--- config.mk ---
export PLATFORM = sky130hd
export DESIGN_NAME = program_counter
export DESIGN_NICKNAME = d
export VERILOG_FILES = /design/src/rtl/cpu_pkg.sv /design/src/rtl/pc_next_mux.sv /design/src/rtl/program_counter.sv
export SDC_FILE = /design/constraint.sdc
export NUM_CORES = 1
export LEC_CHECK = 0
export ABC_CLOCK_PERIOD_IN_PS = 1100
export BUFFER_PORTS_ARGS = -buffer_cell sky130_fd_sc_hd__buf_4
export CORE_ASPECT_RATIO = 0.7
export CORE_MARGIN = 2
export CORE_UTILIZATION = 40
export CTS_CLUSTER_DIAMETER = 50
export CTS_CLUSTER_SIZE = 14
export DETAILED_ROUTE_END_ITERATION = 7
export GPL_TIMING_DRIVEN = 1
export PLACE_DENSITY = 0.83
export SETUP_SLACK_MARGIN = 0.4
export SLEW_MARGIN = 20
export SYNTH_ARGS = -nofsm -noshare
export SYNTH_HDL_FRONTEND = slang
export SYNTH_SLANG_ARGS = --single-unit
--- constraint.sdc ---
create_clock -name clk -period 1.1 [get_ports clk]
set_input_delay 0.22 -clock clk [delete_from_list [all_inputs] [get_ports clk]]
set_output_delay 0.22 -clock clk [all_outputs]
set_load 0.01 [all_outputs]
--- src/rtl/cpu_pkg.sv ---
// Shared core types and defaults for the fetch front end: address width, reset vector, next-PC select encoding.
package cpu_pkg;

  localparam int XLEN = 32;
  localparam logic [31:0] RESET_VECTOR = 32'h0000_0000;

  typedef logic [XLEN-1:0] addr_t;

  // Encoding matches the PCSrc wire coming out of branch resolution.
  typedef enum logic {
    PC_SEL_SEQ    = 1'b0,
    PC_SEL_BRANCH = 1'b1
  } pc_sel_e;

endpackage

--- src/rtl/pc_next_mux.sv ---
// Combinational next-PC select between sequential and branch target; no state, zero latency.
// With PC_ALIGN_CHECK_EN defined, the low two bits are cleared and a misalignment flag is produced.
module pc_next_mux #(
  parameter int XLEN = 32
) (
  input  logic            i_sel,
  input  logic [XLEN-1:0] i_pc_seq,
  input  logic [XLEN-1:0] i_pc_branch,
`ifdef PC_ALIGN_CHECK_EN
  output logic            o_misaligned,
`endif
  output logic [XLEN-1:0] o_pc_next
);
  import cpu_pkg::*;

  pc_sel_e         w_sel;
  logic [XLEN-1:0] w_pc_sel;

  assign w_sel = pc_sel_e'(i_sel);

  always_comb begin
    w_pc_sel = i_pc_seq;
    case (w_sel)
      PC_SEL_BRANCH: w_pc_sel = i_pc_branch;
      default:       w_pc_sel = i_pc_seq;
    endcase
  end

`ifdef PC_ALIGN_CHECK_EN
  // Instructions are word aligned; a target with low bits set is flagged and rounded down.
  assign o_misaligned = |w_pc_sel[1:0];
  assign o_pc_next    = {w_pc_sel[XLEN-1:2], 2'b00};
`else
  assign o_pc_next    = w_pc_sel;
`endif

endmodule

--- src/rtl/program_counter.sv ---
// Architectural PC register at the head of fetch: loads PC_in or PCimm_in every edge, one-cycle latency.
// Synchronous active-high reset loads RESET_VECTOR; PC_ALIGN_CHECK_EN adds alignment masking and pc_misaligned.
module program_counter #(
  parameter int              XLEN         = cpu_pkg::XLEN,
  parameter logic [XLEN-1:0] RESET_VECTOR = XLEN'(cpu_pkg::RESET_VECTOR)
) (
  input  logic            clk,
  input  logic            reset,
  input  logic            PCSrc,
  input  logic [XLEN-1:0] PCimm_in,
  input  logic [XLEN-1:0] PC_in,
  output logic [XLEN-1:0] PC_out
`ifdef PC_ALIGN_CHECK_EN
  ,
  output logic            pc_misaligned
`endif
);
  import cpu_pkg::*;

  logic [XLEN-1:0] w_pc_next;
  logic [XLEN-1:0] r_pc;

`ifdef PC_ALIGN_CHECK_EN
  logic w_misaligned;
  logic r_misaligned;
`endif

  pc_next_mux #(
    .XLEN (XLEN)
  ) u_pc_next_mux (
    .i_sel       (PCSrc),
    .i_pc_seq    (PC_in),
    .i_pc_branch (PCimm_in),
`ifdef PC_ALIGN_CHECK_EN
    .o_misaligned(w_misaligned),
`endif
    .o_pc_next   (w_pc_next)
  );

  // No stall input: the register reloads on every edge.
  always_ff @(posedge clk) begin
    if (reset) begin
      r_pc <= RESET_VECTOR;
    end else begin
      r_pc <= w_pc_next;
    end
  end

  assign PC_out = r_pc;

`ifdef PC_ALIGN_CHECK_EN
  always_ff @(posedge clk) begin
    if (reset) begin
      r_misaligned <= 1'b0;
    end else begin
      r_misaligned <= w_misaligned;
    end
  end

  assign pc_misaligned = r_misaligned;
`endif

endmodule

* Word-level counts from Yosys, hierarchy flattened
Index checks and enable logic that the tools add are counted.
Word-level totals: bits in registers 32, latch bits 0, memory bits (writable) 0, memory bits (read-only) 0, output and inout bits 32, memories 0
Cells by class: $add $sub $neg 0, multipliers 0, div/mod/pow operators 0, magnitude comparators 0, equal/unequal tests 0, shift operators 0, muxes and demuxes 1, bitwise operators 0, reduce and logical (&&, ||, !) cells 0
Operators with widths (count):
- two-way mux 32 bit | 1

* Logic depth before layout (Yosys ltp)
Gate-level depths: netlist (run 1).
depth in word-level cells 1, mapped depth 4, depth with buffers taken out 2

* Cells and area by module
A second synthesis (run 1) with hierarchy kept.
Unflattened totals: cells, all modules 103, area total of the unflattened synthesis 1407.6 µm²
Modules (own cells, without submodules):
- program_counter | instances 1, cells each 67, area an instance 863.3 µm²
- pc_next_mux | instances 1, cells each 36, area an instance 544.3 µm²

* Least setup slack after synthesis (run 1)
Ideal clock, no wire load.
path type input port to flip-flop, from in PCSrc, to reg r_pc[0], in the netlist PC_out[0], setup time 0.128 ns, arrival time 0.685 ns, required time 0.972 ns, slack 0.287 ns, stages 4, path buffers 2, cells stage by stage buf_6 -> buf_12 -> mux2i_1 -> nor2_1
On the way: word-level cells in the longest chain between the ends 1
Ends and longest elaborated chain:
- start, declared | line program_counter.sv:9 | input logic PCSrc,
- two-way mux 32 bit | line pc_next_mux.sv:23 | case (w_sel)
- end signal, assigned | line program_counter.sv:45 | r_pc <= w_pc_next;
- end, declared | line program_counter.sv:21 | logic [XLEN-1:0] r_pc;
No other way between the ends. A chain may end at the register's enable or synchronous reset.

* Final worst setup path (run 1)
from reg r_pc[3], in the netlist PC_out[3], to out PC_out[3]
RTL lines:
- end, declared | line program_counter.sv:12 | output logic [XLEN-1:0] PC_out
No word-level cell between the ends.

==> metrics.md, run 1 <==
| Metric | Value |
|---|---|
| Multi-input gate area | `about 440 µm²` |
| Setup total negative slack | `0 ns` |
| GPL Wtd Cong | `0.669` |
| Storage cell area | `about 680 µm²` |
| Commonest cells post-synth | `32 x dfxtp_1, 32 x mux2i_1, 32 x nor2_1, 3 x buf_12, 3 x clkbuf_1` |
| Worst slew pin tran | `0.314 ns` |
| Number of flops mapped to enable cells by yosys | `0` |
| Layout fillers | `192` |
| Worst path slowest cell | `dfxtp_2` |
| Max FFs per register | `32` |
| CP Launch Type | `register` |
| Placed cell areas | `roughly 0.0019 mm²` |
| RSZ-0062 raised after global routing | `true` |
| Crit-path max FO | `1` |
| Biggest area consumer among synthesized cells | `dfxtp_1` |
| Syn avg cell area | `11.3 µm²` |
| Total CTS buffers | `5` |
| Pwr Density | `about 1200 mW/mm²` |
| Clock transition at path regs | `about 0.060 ns` |
| DIE HEIGHT | `just under 50 µm` |
| Seq cells post-synth | `32` |
| Final instance area | `0.00214 mm²` |
| Max_cap viols | `0` |
| First-pass GRT wire length | `4540 µm` |
| Mapped Area | `around 0.0012 mm²` |
| Hold_buf cts | `0` |
| Share of layout cells above drive strength 1 | `0.665` |
| Initial antenna violation count | `0` |
| Final std cells w/o fill | `approximately 240` |
| Layout Nets | `between 200 and 300` |
| Fin crit share | `0.843` |
| Switching Fraction | `0.226` |
| Crit path largest cell delay | `0.32 ns` |
| Worst EP required | `approximately 0.88 ns` |
| Full die area | `0.00336 mm²` |
| Pint | `2.05 mW` |
| Switching pwr | `around 600 µW` |
| Most used DFF post-synth | `dfxtp_1` |
| Pins Over Slew Limit | `0` |
| Grt ovf | `0` |
| CTS tree | `built` |
| Sequential power share | `0.487` |
| Clock Power Share | `0.304` |
| Lkg Pwr | `roughly 1.1 nW` |
| Drt first-iter violations | `25` |
| CP bufs+invs | `1` |
| Starting Density | `0.418` |
| Synth Instances | `about 100` |
| Worst hold path type | `input port to register` |
| Maximum clock path buffer count | `2` |
| GRT Total Usage | `0.187` |
| Inserted Diodes | `0` |
| Worst-path cell chain | `buf_6` |
| Final setup violating endpoints | `0` |
| Total iterations of the first detailed-routing run | `3` |
| Die Span X | `between 60 and 70 µm` |
| Via count | `1077` |
| Avg WL per Cell | `between 10 and 15 µm` |
| Status | `complete, no violations` |
| Delay-heaviest family, CP | `flip-flops` |
| Asr flop ratio synth | `0` |
| Minimum clock period | `~0.93 ns` |
| Sequential cell area fraction in the yosys report | `0.551` |
| Via density | `between 4 and 5` |
| Pin count of the biggest net entering global routing | `33` |
| Port bufs | `slightly below 100` |
| Core area | `roughly 0.0028 mm²` |
| Number of global-route vias before repair | `1092` |
| Top post-synthesis cells by area | `dfxtp_1 55%, mux2i_1 28%, nor2_1 10%` |
| Boundary Pins | `slightly below 100` |
| Worst setup EP type | `output pin` |
| Final count of hold timing violations | `0` |
| Std cell rows | `16` |
| Combinational power share | `0.209` |
| Hold_ws | `0.174 ns` |
| DP Cell Count | `between 200 and 250` |
| Top cell type's share of synthesized area | `0.551` |
| CTS H-tree depth | `2` |
| Sink Count | `32` |
| Worst slew margin | `0.790` |
| Yosys cell types | `6` |
| Clk root buf | `clkbuf_8` |
| Final wirelength | `3030 µm` |
| Synth warn | `0` |
| DRC | `0` |
| Remaining antenna violation count after routing | `0` |
| Max Freq | `~1100 MHz` |
| Area Growth Syn to Fin | `83.5%` |
| WP data arrival | `roughly 0.7 ns` |
| Syn_nets | `170` |
| Critical path type | `register to output pin` |
| Peak VDD IR | `0.852 mV` |
==> power by group through the flow <==
| stage | clock, mW | combinational (mW) | sequential, mW |
|---|---|---|---|
| after floorplan | 0 | 0.167 | 1.32 |
| final | 0.804 | 0.553 | 1.29 |
| after global placement | 0 | 0.498 | 1.28 |
| after CTS | 0.838 | 0.559 | 1.28 |
| after global routing | 0.891 | 0.597 | 1.29 |
| after detailed placement | 0 | 0.511 | 1.28 |
==> final cells by class <==
type	count	share of cell area
Clock buffer	6	0.0340
Clock inverter	1	0.00234
Timing Repair Buffer	100	0.419
Sequential cell	32	0.317
Tap cell	36	0.0211
Multi-Input combinational cell	64	0.206
==> metrics by stage <==
stage / util / worst slack (ns) / total power [mW]
floorplan: - / 0.314 / 1.49
CTS: 0.762 / 0.155 / 2.68
global placement: 0.683 / 0.218 / 1.78
detailed placement: 0.683 / 0.186 / 1.79
finish: 0.768 / 0.172 / 2.64
global route: 0.768 / 0.147 / 2.78
==> what timing repair did <==
action	CTS	global route
gates resized for setup	49	12
setup buffers	0	0
setup endpoints to repair	32	32
cloned	0	0
==> cells by family after synthesis <==
group                  synth area share
multiplexers                      0.275
flip-flops                        0.551
AND/OR/NAND/NOR                   0.103
buffers and inverters            0.0710
==> per-layer routing <==
layer | wire length, µm | vias to the layer above | global-route usage | share of wire
li1 | - | 535 | - | -
met1 | 1060 | 481 | 0.182 | 0.35
met2 | 1560 | 56 | 0.333 | 0.51
met3 | 360 | 5 | 0.0739 | 0.12
met4 | 49 | 0 | 0.0900 | 0.016
met5 | 0 | - | 0 | 0
==> layout by cell type, fill, tap and decap left out <==
| master | count |
|---|---|
| clkinv_2 | 1 |
| buf_12 | 2 |
| buf_6 | 32 |
| clkbuf_1 | 1 |
| nor2_1 | 32 |
| clkbuf_8 | 5 |
| buf_4 | 66 |
| dfxtp_2 | 29 |
| dfxtp_1 | 3 |
| mux2i_1 | 32 |
==> path summary, 6_finish.rpt <==
kind  depth (start not counted)      start   endpoint
min                           3   PC_in[7]  PC_out[7]
max                           1  PC_out[3]  PC_out[3]
(Power assumes the default switching activity.)
==> run 2, diff against run 1 <==
--- a/config.mk
+++ b/config.mk
@@ -5,16 +5,17 @@
 export SDC_FILE = /design/constraint.sdc
 export NUM_CORES = 1
 export LEC_CHECK = 0
-export ABC_CLOCK_PERIOD_IN_PS = 1100
+export ABC_AREA = 1
+export ABC_CLOCK_PERIOD_IN_PS = 870
 export BUFFER_PORTS_ARGS = -buffer_cell sky130_fd_sc_hd__buf_4
 export CORE_ASPECT_RATIO = 0.7
 export CORE_MARGIN = 2
-export CORE_UTILIZATION = 40
+export CORE_UTILIZATION = 39
 export CTS_CLUSTER_DIAMETER = 50
 export CTS_CLUSTER_SIZE = 14
 export DETAILED_ROUTE_END_ITERATION = 7
 export GPL_TIMING_DRIVEN = 1
-export PLACE_DENSITY = 0.83
+export PLACE_DENSITY = 0.78
 export SETUP_SLACK_MARGIN = 0.4
 export SLEW_MARGIN = 20
 export SYNTH_ARGS = -nofsm -noshare
==> constraint.sdc (replaced) <==
create_clock -name clk -period 0.87 [get_ports clk]
set_input_delay 0.174 -clock clk [delete_from_list [all_inputs] [get_ports clk]]
set_output_delay 0.174 -clock clk [all_outputs]
set_load 0.01 [all_outputs]
==> run 2 against run 1 <==
  * The run now ends with negative setup slack left
  * Final area rose by 20%
  * First-iteration DRC count rose to 2.5 times the previous value
  * Setup slack got worse by 0.19 ns
  * Count of clock-buffer cells in the layout rose by 2
  * Via count rose by 39%
  * Die area rose by 17%
  * Utilization rose by 3.1 points
  * Critical endpoint is now PC_out[5]
  * Largest cell class unchanged
==> metrics.md, run 2 <==
| Metric | Value |
|---|---|
| Status | `finished, violations left` |
| Failing checks | `negative setup slack` |
| Commonest cells post-synth | `64 x nand2_1, 64 x nor2_1, 33 x inv_1, 32 x dfxtp_1, 7 x buf_6` |
| Xor/xnor share of the synthesized area | `0` |
| Clock transition at path regs | `0.07 ns` |
| Drt first-iter violations | `63` |
| Share of layout cells above drive strength 1 | `0.492` |
| Pwr Density | `~1400 mW/mm²` |
| Sequential cell area fraction in the yosys report | `0.479` |
| Mapped Area | `0.00134 mm²` |
| Post-synthesis compound-gate area fraction | `0` |
| RSZ-0062 raised after global routing | `true` |
| CP Launch Type | `register` |
| Delay-heaviest family, CP | `flip-flops` |
| Worst setup EP type | `output pin` |
| Max Freq | `between 1000 and 1500 MHz` |
| Pins Over Slew Limit | `0` |
| Peak VDD IR | `around 0.95 mV` |
| CP bufs+invs | `1` |
| Storage cell area | `between 600 and 700 µm²` |
| Max_cap viols | `0` |
| Remaining antenna violation count after routing | `0` |
| Crit path largest cell delay | `around 0.32 ns` |
| Layout fillers | `roughly 230` |
| Clk root buf | `clkbuf_8` |
| First-pass GRT wire length | `5170 µm` |
| Worst EP required | `0.70 ns` |
| Critical path type | `register to output pin` |
| Crit-path max FO | `1` |
| Full die area | `0.00393 mm²` |
| Worst setup path start | `PC_out[5]` |
| Seq cells post-synth | `32` |
| Initial antenna violation count | `0` |
| Switching pwr | `around 900 µW` |
| Port bufs | `98` |
| Asr flop ratio synth | `0` |
| Sequential power share | `0.441` |
| Worst hold path type | `input port to register` |
| Worst slew margin | `0.922` |
| Pin count of the biggest net entering global routing | `33` |
| Total CTS buffers | `5` |
| Mux cell area share after synthesis | `0` |
| Total iterations of the first detailed-routing run | `4` |
| Clock Power Share | `0.317` |
| Syn avg cell area | `roughly 6.6 µm²` |
| Multi-input gate area | `between 500 and 600 µm²` |
| Lkg Pwr | `between 1 and 1.5 nW` |
| Switching Fraction | `0.248` |
| Max FFs per register | `32` |
| Avg WL per Cell | `~12 µm` |
| Core area | `0.00321 mm²` |
| Syn_nets | `between 200 and 300` |
| Die Span X | `approximately 74 µm` |
| Maximum clock path buffer count | `2` |
| Adder and majority gate portion of the synthesized area | `0` |
| Synth warn | `0` |
| Combinational power share | `0.243` |
| Starting Density | `0.417` |
| Sink Count | `32` |
| CTS H-tree depth | `2` |
| Layout Nets | `about 380` |
| Hold_buf cts | `0` |
| Worst slew pin tran | `roughly 0.12 ns` |
| Final setup violating endpoints | `31` |
| Synth Area in Simple Gates | `0.359` |
| Hold path start | `PC_in[24]` |
| Most used DFF post-synth | `dfxtp_1` |
| GRT Total Usage | `0.181` |
| Final wirelength | `around 4200 µm` |
| WP data arrival | `slightly above 0.7 ns` |
| DIE HEIGHT | `about 53 µm` |
| Synth Instances | `between 200 and 250` |
| Worst path slowest cell | `dfxtp_2` |
| Area Growth Syn to Fin | `91.7%` |
| Yosys cell types | `6` |
| Via count | `1492` |
| Number of flops mapped to enable cells by yosys | `0` |
| Main combinational cell family by area after synthesis | `simple AND/OR/NAND/NOR gates` |
| Most common cell after layout, fill and taps aside | `buf_4` |
| Setup total negative slack | `-0.279 ns` |
| Final count of hold timing violations | `0` |
| CTS tree | `built` |
| Std cell rows | `17` |
| DRC | `0` |
| Boundary Pins | `99` |
| HPWL Detailed | `2440 µm` |
| Fin worst setup slack | `-0.0161 ns` |
| Grt ovf | `0` |
| Minimum clock period | `~0.89 ns` |
| GPL Wtd Cong | `~0.77` |
| Number of global-route vias before repair | `between 1000 and 1500` |
| Biggest area consumer among synthesized cells | `dfxtp_1` |
| Inserted Diodes | `0` |
| Final std cells w/o fill | `between 300 and 400` |
| Pint | `between 2 and 3 mW` |
| Via density | `4.19` |
| Top post-synthesis cells by area | `dfxtp_1 48%, nand2_1 18%, nor2_1 18%` |
| Most frequent cells in the layout | `64 x buf_4, 61 x nor2_1, 60 x nand2_1, 33 x buf_6, 32 x inv_1` |
| Worst-path cell chain | `buf_6` |
| Fin crit share | `1.02` |
| Top cell type's share of synthesized area | `0.479` |
| DP Cell Count | `341` |
[run 2: path summary, 6_finish.rpt]
path	depth (start not counted)	endpoint
worst min-delay path	3	PC_out[24]
worst max-delay path	1	PC_out[5]
[run 2: power groups by stage]
stage,Sequential [mW],Clock (mW),Combinational (mW)
final,1.64,1.18,0.901
after global routing,1.64,1.26,0.980
after CTS,1.63,1.17,0.795
after detailed placement,1.63,0,0.710
after global placement,1.63,0,0.700
after floorplan,1.68,0,0.250
[run 2: layout make-up]
| cell class | count | share of cell area |
|---|---|---|
| timing repair buffer | 108 | 0.431 |
| sequential | 32 | 0.264 |
| multi-input combinational | 128 | 0.196 |
| inverter | 33 | 0.0512 |
| clock buffer | 8 | 0.0351 |
| tap | 47 | 0.0229 |
[run 2: through the flow]
stage	util	total power, mW	setup slack, ns	instance area (µm²)	hold slack (ns)
2_1_floorplan	-	1.93	0.227	1350	0.309
3_3_place_gp	0.654	2.33	0.0980	2100	0.396
3_5_place_dp	0.654	2.34	0.0744	2100	0.401
4_1_cts	0.736	3.60	-0.0187	2360	0.113
5_1_grt	0.799	3.89	-0.0489	2570	0.103
6_report	0.799	3.71	-0.0161	2570	0.0965
[run 2: repair_timing]
action / 4_1_cts / 5_1_grt
setup buffers: 0 / 0
pin swaps: 0 / 3
endpoints found under the setup margin: 57 / 59
gates resized for setup: 55 / 23
cloned: 1 / 6
[run 2: routing by layer]
layer | up-vias | wire (µm) | part of all wire | GRT usage
li1 | 780 | - | - | -
met1 | 636 | 1620 | 0.38 | 0.184
met2 | 71 | 2040 | 0.48 | 0.311
met3 | 5 | 518 | 0.12 | 0.103
met4 | 0 | 36 | 0.0085 | 0.0636
met5 | - | 0 | 0 | 0
[run 2: cell families after synthesis]
kind of cell  count (synthesis)
buf+inv                      43
flops                        32
simple gates                128
